[src/rtl/mem_access_unit_pkg.sv]
// Shared encodings and store/alignment helpers for the memory-stage load/store unit.
package mem_access_unit_pkg;

  // Store size codes produced by the decoder (MemWrite)
  localparam logic [1:0] MW_NONE = 2'b00;
  localparam logic [1:0] MW_SB   = 2'b01;
  localparam logic [1:0] MW_SH   = 2'b10;
  localparam logic [1:0] MW_SW   = 2'b11;

  // Load size/sign codes produced by the decoder (Mask); 101-111 behave as LW
  localparam logic [2:0] LD_B  = 3'b000;
  localparam logic [2:0] LD_H  = 3'b001;
  localparam logic [2:0] LD_W  = 3'b010;
  localparam logic [2:0] LD_BU = 3'b011;
  localparam logic [2:0] LD_HU = 3'b100;

  // FSM state codes
  localparam logic [1:0] ST_IDLE = 2'b00;
  localparam logic [1:0] ST_REQ  = 2'b01;
  localparam logic [1:0] ST_RESP = 2'b10;

  // Byte write enables, big-endian: bit 3 is byte offset 0
  function automatic logic [3:0] store_we(input logic [1:0] mw, input logic [1:0] off);
    case (mw)
      MW_SB:   store_we = 4'b1000 >> off;
      MW_SH:   store_we = off[1] ? 4'b0011 : 4'b1100;
      MW_SW:   store_we = 4'b1111;
      default: store_we = 4'b0000;
    endcase
  endfunction

  // Replicate the right-justified store value across every lane it may land in
  function automatic logic [31:0] store_wdata(input logic [1:0] mw, input logic [31:0] sd);
    case (mw)
      MW_SB:   store_wdata = {4{sd[7:0]}};
      MW_SH:   store_wdata = {2{sd[15:0]}};
      MW_SW:   store_wdata = sd;
      default: store_wdata = 32'h0;
    endcase
  endfunction

  // Halfwords need an even offset, words a zero offset; bytes are always aligned
  function automatic logic is_misaligned(input logic       is_store,
                                         input logic [1:0] mw,
                                         input logic [2:0] mask,
                                         input logic [1:0] off);
    if (is_store) begin
      case (mw)
        MW_SH:   is_misaligned = off[0];
        MW_SW:   is_misaligned = (off != 2'b00);
        default: is_misaligned = 1'b0;
      endcase
    end else begin
      case (mask)
        LD_B, LD_BU: is_misaligned = 1'b0;
        LD_H, LD_HU: is_misaligned = off[0];
        default:     is_misaligned = (off != 2'b00);
      endcase
    end
  endfunction

endpackage

[src/rtl/mem_access_unit_if.sv]
// Pipeline request / data-memory port bundle of the load/store unit.
// slave: the load/store unit itself; master: the surrounding pipeline and memory.
interface mem_access_unit_if;
  // pipeline side
  logic        req_valid;
  logic        req_ready;
  logic [1:0]  MemWrite;
  logic [2:0]  Mask;
  logic        is_load;
  logic [31:0] addr;
  logic [31:0] store_data;
  logic        load_valid;
  logic [31:0] load_data;
  logic        misalign;
  logic        stall;
  // data-memory side
  logic        dmem_req;
  logic [3:0]  dmem_we;
  logic [29:0] dmem_addr;
  logic [31:0] dmem_wdata;
  logic        dmem_gnt;
  logic        dmem_rvalid;
  logic [31:0] dmem_rdata;

  modport slave (
    input  req_valid, MemWrite, Mask, is_load, addr, store_data,
    input  dmem_gnt, dmem_rvalid, dmem_rdata,
    output req_ready, load_valid, load_data, misalign, stall,
    output dmem_req, dmem_we, dmem_addr, dmem_wdata
  );

  modport master (
    output req_valid, MemWrite, Mask, is_load, addr, store_data,
    output dmem_gnt, dmem_rvalid, dmem_rdata,
    input  req_ready, load_valid, load_data, misalign, stall,
    input  dmem_req, dmem_we, dmem_addr, dmem_wdata
  );
endinterface

[src/rtl/mem_access_unit_load_extract.sv]
// Combinational load extraction: picks the addressed byte/half of a big-endian
// word and sign- or zero-extends it. Shared with any future cache read path.
module load_extract
  import mem_access_unit_pkg::*;
(
  input  logic [31:0] rdata,
  input  logic [1:0]  offset,
  input  logic [2:0]  mask,
  output logic [31:0] data
);

  logic [7:0]  byte_sel;
  logic [15:0] half_sel;

  // Select the addressed lane, then extend according to the load type
  always_comb begin
    // NOTE: every output of a combinational block gets a default first, so no path can leave it unassigned and infer a latch.
    byte_sel = rdata[31:24];
    half_sel = rdata[31:16];
    data     = rdata;
    case (offset)
      2'd0:    byte_sel = rdata[31:24];
      2'd1:    byte_sel = rdata[23:16];
      2'd2:    byte_sel = rdata[15:8];
      default: byte_sel = rdata[7:0];
    endcase
    case (offset)
      2'd0:    half_sel = rdata[31:16];
      2'd1:    half_sel = rdata[23:8];
      default: half_sel = rdata[15:0];
    endcase
    case (mask)
      LD_B:    data = {{24{byte_sel[7]}}, byte_sel};
      LD_BU:   data = {24'h0, byte_sel};
      LD_H:    data = {{16{half_sel[15]}}, half_sel};
      LD_HU:   data = {16'h0, half_sel};
      default: data = rdata;
    endcase
  end

endmodule

[src/rtl/mem_access_unit.sv]
// Memory-stage load/store unit: formats stores, checks alignment, runs the
// grant/response handshake with data memory and returns extended load data.
module mem_access_unit
  import mem_access_unit_pkg::*;
(
  input logic              clk,
  input logic              rst_n,
  mem_access_unit_if.slave bus
);

  logic [1:0]  state;
  logic        is_store_r;
  logic [2:0]  mask_r;
  logic [1:0]  off_r;
  logic [3:0]  we_r;
  logic [29:0] waddr_r;
  logic [31:0] wdata_r;
  logic        load_valid_r;
  logic [31:0] load_data_r;
  logic        misalign_r;

  logic        is_store;
  logic        is_access;
  logic        mis;
  logic [31:0] ext_data;

  // Classify the incoming request: a store wins over is_load, neither is a no-op
  always_comb begin
    is_store  = (bus.MemWrite != MW_NONE);
    is_access = is_store || bus.is_load;
    mis       = is_misaligned(is_store, bus.MemWrite, bus.Mask, bus.addr[1:0]);
  end

  load_extract u_extract (
    .rdata  (bus.dmem_rdata),
    .offset (off_r),
    .mask   (mask_r),
    .data   (ext_data)
  );

  // Access FSM with request capture, memory handshake and result registers
  always_ff @(posedge clk or negedge rst_n) begin
    if (!rst_n) begin
      state        <= ST_IDLE;
      is_store_r   <= 1'b0;
      mask_r       <= LD_B;
      off_r        <= 2'b00;
      we_r         <= 4'b0000;
      waddr_r      <= 30'h0;
      wdata_r      <= 32'h0;
      load_valid_r <= 1'b0;
      load_data_r  <= 32'h0;
      misalign_r   <= 1'b0;
    end else begin
      // NOTE: non-blocking assignments make every register here update from pre-edge values, independent of statement order.
      load_valid_r <= 1'b0;
      misalign_r   <= 1'b0;
      case (state)
        ST_IDLE: begin
          if (bus.req_valid && is_access) begin
            if (mis) begin
              misalign_r <= 1'b1;
            end else begin
              state      <= ST_REQ;
              is_store_r <= is_store;
              mask_r     <= bus.Mask;
              off_r      <= bus.addr[1:0];
              waddr_r    <= bus.addr[31:2];
              we_r       <= store_we(bus.MemWrite, bus.addr[1:0]);
              wdata_r    <= store_wdata(bus.MemWrite, bus.store_data);
            end
          end
        end
        ST_REQ: begin
          if (bus.dmem_gnt) begin
            state <= is_store_r ? ST_IDLE : ST_RESP;
          end
        end
        ST_RESP: begin
          if (bus.dmem_rvalid) begin
            load_data_r  <= ext_data;
            load_valid_r <= 1'b1;
            state        <= ST_IDLE;
          end
        end
        default: state <= ST_IDLE;
      endcase
    end
  end

  assign bus.req_ready  = (state == ST_IDLE);
  assign bus.stall      = (state != ST_IDLE);
  assign bus.dmem_req   = (state == ST_REQ);
  assign bus.dmem_we    = we_r;
  assign bus.dmem_addr  = waddr_r;
  assign bus.dmem_wdata = wdata_r;
  assign bus.load_valid = load_valid_r;
  assign bus.load_data  = load_data_r;
  assign bus.misalign   = misalign_r;

endmodule

[src/flat_wrapper.sv]
// flat-port wrapper written by rule: the top's interface ports become plain ports
module mem_access_unit_flat import mem_access_unit_pkg::*;
  (clk, rst_n, bus_req_valid, bus_MemWrite, bus_Mask, bus_is_load, bus_addr, bus_store_data, bus_dmem_gnt, bus_dmem_rvalid, bus_dmem_rdata, bus_req_ready, bus_load_valid, bus_load_data, bus_misalign, bus_stall, bus_dmem_req, bus_dmem_we, bus_dmem_addr, bus_dmem_wdata);
  mem_access_unit_if bus_i ();
  input logic clk;
  input logic rst_n;
  input wire logic [$bits(bus_i.req_valid)-1:0] bus_req_valid;
  input wire logic [$bits(bus_i.MemWrite)-1:0] bus_MemWrite;
  input wire logic [$bits(bus_i.Mask)-1:0] bus_Mask;
  input wire logic [$bits(bus_i.is_load)-1:0] bus_is_load;
  input wire logic [$bits(bus_i.addr)-1:0] bus_addr;
  input wire logic [$bits(bus_i.store_data)-1:0] bus_store_data;
  input wire logic [$bits(bus_i.dmem_gnt)-1:0] bus_dmem_gnt;
  input wire logic [$bits(bus_i.dmem_rvalid)-1:0] bus_dmem_rvalid;
  input wire logic [$bits(bus_i.dmem_rdata)-1:0] bus_dmem_rdata;
  output wire logic [$bits(bus_i.req_ready)-1:0] bus_req_ready;
  output wire logic [$bits(bus_i.load_valid)-1:0] bus_load_valid;
  output wire logic [$bits(bus_i.load_data)-1:0] bus_load_data;
  output wire logic [$bits(bus_i.misalign)-1:0] bus_misalign;
  output wire logic [$bits(bus_i.stall)-1:0] bus_stall;
  output wire logic [$bits(bus_i.dmem_req)-1:0] bus_dmem_req;
  output wire logic [$bits(bus_i.dmem_we)-1:0] bus_dmem_we;
  output wire logic [$bits(bus_i.dmem_addr)-1:0] bus_dmem_addr;
  output wire logic [$bits(bus_i.dmem_wdata)-1:0] bus_dmem_wdata;
  assign bus_i.req_valid = bus_req_valid;
  assign bus_i.MemWrite = bus_MemWrite;
  assign bus_i.Mask = bus_Mask;
  assign bus_i.is_load = bus_is_load;
  assign bus_i.addr = bus_addr;
  assign bus_i.store_data = bus_store_data;
  assign bus_i.dmem_gnt = bus_dmem_gnt;
  assign bus_i.dmem_rvalid = bus_dmem_rvalid;
  assign bus_i.dmem_rdata = bus_dmem_rdata;
  assign bus_req_ready = bus_i.req_ready;
  assign bus_load_valid = bus_i.load_valid;
  assign bus_load_data = bus_i.load_data;
  assign bus_misalign = bus_i.misalign;
  assign bus_stall = bus_i.stall;
  assign bus_dmem_req = bus_i.dmem_req;
  assign bus_dmem_we = bus_i.dmem_we;
  assign bus_dmem_addr = bus_i.dmem_addr;
  assign bus_dmem_wdata = bus_i.dmem_wdata;
  mem_access_unit u_core (.clk(clk), .rst_n(rst_n), .bus(bus_i));
endmodule
[config.mk]
export PLATFORM = sky130hd
export DESIGN_NAME = mem_access_unit_flat
export DESIGN_NICKNAME = d
export VERILOG_FILES = /design/src/rtl/mem_access_unit_pkg.sv /design/src/rtl/mem_access_unit_if.sv /design/src/rtl/mem_access_unit_load_extract.sv /design/src/rtl/mem_access_unit.sv /design/src/flat_wrapper.sv
export SDC_FILE = /design/constraint.sdc
export NUM_CORES = 1
export LEC_CHECK = 0
export CORE_ASPECT_RATIO = 0.6
export CORE_MARGIN = 2
export CORE_UTILIZATION = 40
export CTS_BUF_LIST = sky130_fd_sc_hd__clkbuf_4 sky130_fd_sc_hd__clkbuf_8
export DETAILED_ROUTE_END_ITERATION = 16
export PLACE_DENSITY = 0.75
export SLEW_MARGIN = 20
export SYNTH_ARGS = -nofsm -noshare
export SYNTH_HDL_FRONTEND = slang
export SYNTH_SLANG_ARGS = --single-unit
[constraint.sdc]
create_clock -name clk -period 2.3 [get_ports clk]
set_clock_uncertainty 0.2 [all_clocks]
set_input_delay 0.46 -clock clk [delete_from_list [all_inputs] [get_ports clk]]
set_output_delay 0.46 -clock clk [all_outputs]
set_load 0.05 [all_outputs]
==> reports/summary.md, run 1 <==
The first global-routing pass estimated 29,100 microns of wire. Area growth from synthesis to layout: 50.1%. The logs give 0.457 for the proportion of synthesized chip area in sequential cells and 108 for the TritonCTS sink count. The worst register-to-register path has a depth of 7.

Prior to clock tree synthesis, the placed netlist has a worst setup slack of -0.400 ns. Yosys attributes the largest share of cell area to sky130_fd_sc_hd__dfrtp_1 46%, sky130_fd_sc_hd__mux2_4 15%, sky130_fd_sc_hd__mux2i_1 8.5%. The post-synthesis sequential element count was 108; the count of nets after finishing was 897. The biggest area contributor in the post-synthesis netlist is sky130_fd_sc_hd__dfrtp_1. Power spread over the standard cell area amounts to 1330 nW/um^2. The run finished, with violations left.

The run gives 5,327 as the number of global-route vias before repair. Static timing analysis puts the maximum clock frequency at 0.428 GHz. The count of yosys warnings during synthesis was 0. The analysis attributes to net switching a power of 5.76 mW. The proportion of power drawn by combinational gates is 0.632, and the ratio of final minimum period to clock period is 1.02.

Most used flip-flop cell after synthesis: sky130_fd_sc_hd__dfrtp_1. The worst setup slack after layout is -0.0353 ns, and the number of buffers inserted during clock tree synthesis is 9. The detailed router finished its first iteration with 365 violations. In the final routed layout, each cell accounts on average for 18.6 microns. In this run, placement finished with an instance count of 970. The run gives 5,199 as the count of vias placed by the detailed router. The tool flagged a number of max-cap violations equal to 0. The tools report the initial core utilization as 0.409. The run gives 14,500 sq um as the core outline area.

The final reports fail on negative setup slack. Number of fillers in the final layout: 1,159. After detailed routing, the total wire length is 18,500 microns.

Routability-driven placement finished with a final weighted congestion of 0.883. The number of antenna violations at the first check in global routing was 0; the transition time at the pin with the least slew margin was 0.700 ns. The tools report the peak ir drop on the vdd network as 913 uV.

The floorplan step set the die width to 161 microns. The number of slew-limit violations in the final report is 0. Setup repair after global routing could not meet its margin everywhere. The fraction of registers with async set/reset works out to 1.00. Counting every net in the synthesized netlist gives 650.

Distinct cell type count after synthesis: 41. The endpoint class of the critical path was a flop. After clock tree synthesis, the clock-pin slew on the worst setup and hold paths is 0.11 ns. The total global routing track utilization came out at 0.234. The fraction of post-synthesis cell area in the top cell type by area is 0.457. The worst setup path is launched from an input pin. Adding up every negative setup slack in the final design gives -0.500 ns. Summing internal, switching and leakage power gives 11.8 mW.

The count of nets left with antenna violations once routing finished came out at 0. The total overflow left after global routing is 0. The initialized floorplan defines 34 standard-cell rows. TritonCTS built the clock tree. The logs give 6.01 mW for the internal cell power and 8530 sq um for the placement-stage cell area. The switching portion of total power is 0.489. The via density per instance came out at 5.24. The most frequent standard cell in the layout excluding fill and tap cells is sky130_fd_sc_hd__clkdlybuf4s50_1. Setup violations remaining at the end of the flow were counted as 28.

The worst path arrival time is 2.39 ns, and the netlist area before placement is 5920 sq um. The top cell types in the final layout, fill and taps aside, are 190 x sky130_fd_sc_hd__clkdlybuf4s50_1, 108 x sky130_fd_sc_hd__dfrtp_1, 62 x sky130_fd_sc_hd__buf_4, 60 x sky130_fd_sc_hd__mux2_4, 56 x sky130_fd_sc_hd__nand2_1. The analysis attributes to cell leakage a power of 4.05 nW. Along the worst path, the maximum fanout reaches 6.

The total non-filler cell area in the finished layout came out at 8880 sq um. The clock network fraction of total power is 0.097, and the vertical die dimension is 98.2 microns. The worst endpoint required time was 2.36 ns. The repair_antennas step left the layout with diodes totalling 0.

For the area of the die, the log shows 15,800 sq um. Counting I/O delays and the setup requirement, the final critical path takes 2.34 ns. For the maximum number of pins on one net before global-route repair, the log shows 47.

The number of placed I/O pins is 210, and the core utilization of the finished layout is 0.614. The headroom to the max-slew limit was 0.531. The min-delay analysis places its worst path in the category reg2reg.

The number of buffers on the longest clock path is 2, and the share of layout cells above drive strength 1 is 0.209. Yosys mapped a number of flops with a built-in enable equal to 0. The tools report the relative contribution of sequential cells to total power as 0.271.

The critical path is of the in2reg type. The run gives 0 as the number of remaining DRC errors. The cell at the root of the clock tree was sky130_fd_sc_hd__clkbuf_8.

Number of detailed-routing iterations run before antenna repair: 5. The logs give 14,000 microns for the HPWL after detailed placement and 543 for the gate count of the mapped netlist. Final hold analysis gives a worst-case slack of 0.300 ns. The number of hold violations in the final report is 0, and the count of buffers inserted at the top-level ports is 209. Average size of a mapped cell: 10.9 sq um. The clock reaches the later pin of the worst-skew pair after 0.36 ns. In this run the number of H-tree levels came out at 3.

Counting instances, the worst hold path has a depth of 2. The finished layout holds 993 standard cells, fillers aside.
-- cell usage after synthesis, drive strengths merged, types with 2 or more instances --
master and n:
dfrtp 108, mux2 66, nand2 56, o21ai 53, mux2i 50, nand3 34, a21oi 21, clkbuf 20
buf 17, inv 16, nor2 16, and2 14, nand3b 9, a211oi 8, a22o 8, nor3 8
a221oi 7, a311o 7, nor2b 5, nand2b 2, nor3b 2, or2 2
-- cells by family after synthesis --
kind of cell | count (synthesis) | synth area share
buffers and inverters | 54 | 0.0478
muxes | 116 | 0.248
and+or+nand+nor | 149 | 0.122
AOI/OAI and AO/OA | 115 | 0.124
xor gates and xnor gates | 1 | 0.00148
DFF | 108 | 0.457
-- sequential cells by signal, summed over array words and instances (netlist names) --
signal,cells
u_core.bus.misalign,1
u_core.is_store_r,1
u_core.bus.load_data,32
u_core.bus.dmem_wdata,32
u_core.bus.load_valid,1
u_core.mask_r,3
u_core.bus.dmem_addr,30
u_core.state,2
u_core.off_r,2
u_core.bus.dmem_we,4
-- power by group through the flow --
stage	combinational (mW)	sequential [mW]	clock, mW
finish	7.44	3.19	1.14
global route	7.78	3.28	1.26
detailed placement	7.39	3.21	0
floorplan	2.21	5.76	0
global placement	7.26	3.18	0
CTS	7.40	3.20	1.18
-- area by class of cell --
type	count	area [sq um]	area share
sequential	108	2700	0.304
multi-input combinational	381	2970	0.335
clock buffer	10	138	0.0155
inverter	17	63.8	0.00719
timing repair buffer	273	2700	0.304
clock inverter	6	56.3	0.00634
tap	198	248	0.0279
-- critical path, cell delays in order --
cell,delay (ns)
sky130_fd_sc_hd__clkdlybuf4s50_1,0.59
sky130_fd_sc_hd__nand2b_1,0.14
sky130_fd_sc_hd__o32ai_4,0.34
sky130_fd_sc_hd__nor3_2,0.09
sky130_fd_sc_hd__buf_4,0.17
sky130_fd_sc_hd__buf_6,0.15
sky130_fd_sc_hd__buf_4,0.16
sky130_fd_sc_hd__mux2_4,0.30
-- routing by layer --
metal	vias to the layer above	part of all wire	track usage
met3	16	0.084	0.0629
met4	0	0.010	0.0522
met2	235	0.43	0.343
li1	2442	-	-
met5	-	0	0
met1	2506	0.47	0.346
-- repair_timing --
action                                 CTS  global route
hold buffers                             1             0
pin swaps                                0             3
setup buffers                            0             3
setup endpoints to repair                2            61
endpoints found under the hold margin   32             0
gates cloned                             0             3
resized for setup                        2            15
-- final timing paths --
path / from / to / slack, ns
max in group asynchronous: rst_n / u_core.bus.load_data[7]$_DFFE_PN0P_ / 0.88
hold reg to reg: u_core.bus.load_data[28]$_DFFE_PN0P_ / u_core.bus.load_data[28]$_DFFE_PN0P_ / 0.30
hold / removal: u_core.bus.load_data[28]$_DFFE_PN0P_ / u_core.bus.load_data[28]$_DFFE_PN0P_ / 0.30
min in group asynchronous: rst_n / u_core.bus.dmem_wdata[1]$_DFFE_PN0P_ / 0.41
setup / recovery: bus_addr[0] / u_core.bus.dmem_wdata[21]$_DFFE_PN0P_ / -0.04
setup reg to reg: u_core.state[1]$_DFFE_PN0P_ / u_core.bus.dmem_wdata[21]$_DFFE_PN0P_ / 0.12
(Power assumes the default switching activity.)
==> run 2, diff against run 1 <==
- RECOVER_POWER: unset -> 100
==> run 2 against run 1 <==
Net effect: the run still ends with negative setup slack left; worst setup slack worse by 0.0013 ns; fmax barely moved; design area decreased by 0.65%; flip-flop and latch count unchanged; utilization shrank 0.40 points; highest routed layer unchanged; count of clock-buffer cells in the layout unchanged; non-clock buffer count is the same; sequential share of layout area up 0.20 points; critical path depth is the same.
==> reports/summary.md, run 2 (synthesis results as in run 1) <==
The internal power of the cells totals 5.96 mW. The number of slew-limit violations in the final report is 0. The floorplan has 34 rows. In this run, the number of DRC markers left after iteration 0 of detailed routing was 302. The proportion of power drawn by combinational gates was 0.631; the final non-filler cell total was 993. Buffers placed on the I/O ports in this run total 209.

For this run, design rule violations remaining after detail routing come to 0. The worst setup slack after layout is -0.0367 ns. The per-cell routed wire length is 18.7 microns.

The die covers 15,800 sq um. The final reports fail on negative setup slack. 210 I/O pins were placed. The pre-CTS worst setup slack is -0.400 ns. The logs give 0 for the number of diodes added for antenna fixing and 0 for the number of routed nets with antenna violations.

The finished cells cover 8820 sq um. The library cell used most frequently in the layout, excluding fill and tap cells, is sky130_fd_sc_hd__clkdlybuf4s50_1. Routability-driven placement finished with a final weighted congestion of 0.883. Counting the buffers created by CTS gives 9. The class of the tightest hold or removal check is reg2reg. The switching portion of total power was 0.492. The number of buffers on the longest clock path is 2, and the number of antenna violations at the first check in global routing is 0.

Cell at the root of the clock tree: sky130_fd_sc_hd__clkbuf_8. The tools report the core utilization of the finished layout as 0.610. The post-route total power is 11.7 mW. The logs give 0.098 for the clock network fraction of total power and 5 for the number of detailed-routing iterations run before antenna repair. The ratio of final minimum period to clock period works out to 1.02. Worst hold slack: 0.300 ns. The transition time at the pin with the least slew margin works out to 0.864 ns. For the maximum operating frequency, the log shows 0.428 GHz.

The first global-routing pass estimated 29,100 microns of wire. The clock slew seen by the registers of the worst setup and hold paths works out to 0.11 ns. Number of hold violations in the final report: 0. Entering global routing, the biggest net connects 47 pins.

The final layout contains routed wiring with a total length of 18,600 microns. Leaving out fill and tap cells, the most frequent cells in the layout are 190 x sky130_fd_sc_hd__clkdlybuf4s50_1, 108 x sky130_fd_sc_hd__dfrtp_1, 60 x sky130_fd_sc_hd__mux2_4, 56 x sky130_fd_sc_hd__nand2_1, 54 x sky130_fd_sc_hd__buf_4. TritonCTS built the clock tree. Total leakage power: 4.01 nW. Summed over all layers, the global routing overflow is 0. The logs give 2.36 ns for the worst endpoint required time and 108 for the TritonCTS sink count. STA classifies the critical path startpoint as an input pin.

The number of global-route vias before repair is 5,327, and the number of failing setup endpoints in the final timing report is 28. The tools report the endpoint class of the critical path as a flop. The run finished, with violations left. For the total global routing track utilization, the log shows 0.234. Dividing total power by cell area gives a power density of 1330 nW/um^2. The logs give 912 uV for the peak ir drop on the vdd network and 1,170 for the number of fillers in the final layout.

The run gives 5.76 mW as the net load switching power. Setup repair after global routing could not meet its margin everywhere. The worst setup path is of the in2reg kind. The area growth from synthesis to layout is 49.1%. The share of layout cells above drive strength 1 came out at 0.199.

The worst path arrival time was 2.39 ns; the relative contribution of sequential cells to total power was 0.271. The via density per instance came out at 5.25. The reported max-cap violation count was 0.

Of all nets on the critical path, the largest fanout is 6. The initial core utilization was 0.409; the total negative slack for setup checks was -0.552 ns. The count of H-tree levels built during CTS is 3, and the number of cells in the design after placement is 970.

The post-route minimum period is 2.34 ns, and the core outline area is 14,500 sq um. The headroom to the max-slew limit is 0.424. The net count of the finished layout is 897. The logs give 8530 sq um for the placement-stage cell area and 5,212 for the count of vias placed by the detailed router. The die is 98.2 microns tall.

The tools report the worst-skew pair later-pin latency as 0.37 ns. The x dimension of the die is 161 microns, and the HPWL after detailed placement is 14,000 microns.
==> run 2: cell count changes in the layout (fill, tap and decap cells not counted) <==
cell                       before  now
sky130_fd_sc_hd__clkbuf_2       0    1
sky130_fd_sc_hd__clkbuf_4       0    1
sky130_fd_sc_hd__clkbuf_1       0    8
sky130_fd_sc_hd__buf_4         62   54
sky130_fd_sc_hd__buf_12         5    3
==> run 2: timing repair <==
action,CTS,global route
hold buffers,1,0
buffers inserted,0,3
resized for setup,2,15
pin swaps,0,3
endpoints found under the hold margin,32,0
setup endpoints to repair,2,61
gates cloned,0,3
==> run 2: metal layers <==
layer / vias up / wire length, microns / GRT usage
li1: 2446 / - / -
met1: 2515 / 8860 / 0.346
met2: 237 / 8000 / 0.343
met3: 14 / 1520 / 0.0629
met4: 0 / 184 / 0.0522
met5: - / 0 / 0
==> run 2: critical path: stages <==
cell and delay (ns):
sky130_fd_sc_hd__clkdlybuf4s50_1 0.59, sky130_fd_sc_hd__nand2b_1 0.14, sky130_fd_sc_hd__o32ai_4 0.34, sky130_fd_sc_hd__nor3_2 0.09, sky130_fd_sc_hd__buf_4 0.17, sky130_fd_sc_hd__buf_6 0.15, sky130_fd_sc_hd__buf_4 0.16, sky130_fd_sc_hd__mux2_4 0.30
==> run 2: worst paths after layout <==
kind	from	to	slack, ns	cells past startpoint
max	bus_addr[0]	u_core.bus.dmem_wdata[21]$_DFFE_PN0P_	-0.04	8
min	u_core.bus.load_data[28]$_DFFE_PN0P_	u_core.bus.load_data[28]$_DFFE_PN0P_	0.30	2
max reg2reg	u_core.state[1]$_DFFE_PN0P_	u_core.bus.dmem_wdata[21]$_DFFE_PN0P_	0.12	7
min reg2reg	u_core.bus.load_data[28]$_DFFE_PN0P_	u_core.bus.load_data[28]$_DFFE_PN0P_	0.30	2
max in group asynchronous	rst_n	u_core.bus.dmem_wdata[14]$_DFFE_PN0P_	0.24	3
min in group asynchronous	rst_n	u_core.bus.dmem_wdata[1]$_DFFE_PN0P_	0.55	2
==> run 2: power by group through the flow <==
stage                     combinational, mW  clock [mW]  sequential (mW)
after global routing                   7.73        1.26             3.28
after floorplan                        2.21           0             5.76
after CTS                              7.40        1.18             3.20
after detailed placement               7.39           0             3.21
final                                  7.40        1.15             3.18
after global placement                 7.26           0             3.18
==> run 2: final cells by class <==
cell class | count | area [sq um] | share of cell area
clock inverters | 6 | 56.3 | 0.00638
well taps | 198 | 248 | 0.0281
multi-input cells | 381 | 2970 | 0.337
repair buffers | 273 | 2640 | 0.299
flip-flops and latches | 108 | 2700 | 0.306
inverters | 17 | 63.8 | 0.00723
clock buffers | 10 | 138 | 0.0156
==> run 3, diff against run 2 <==
- ABC_AREA: unset -> 0
==> results of run 3 <==
Same layout as run 2: the final DEF is identical, and so are final timing and power.
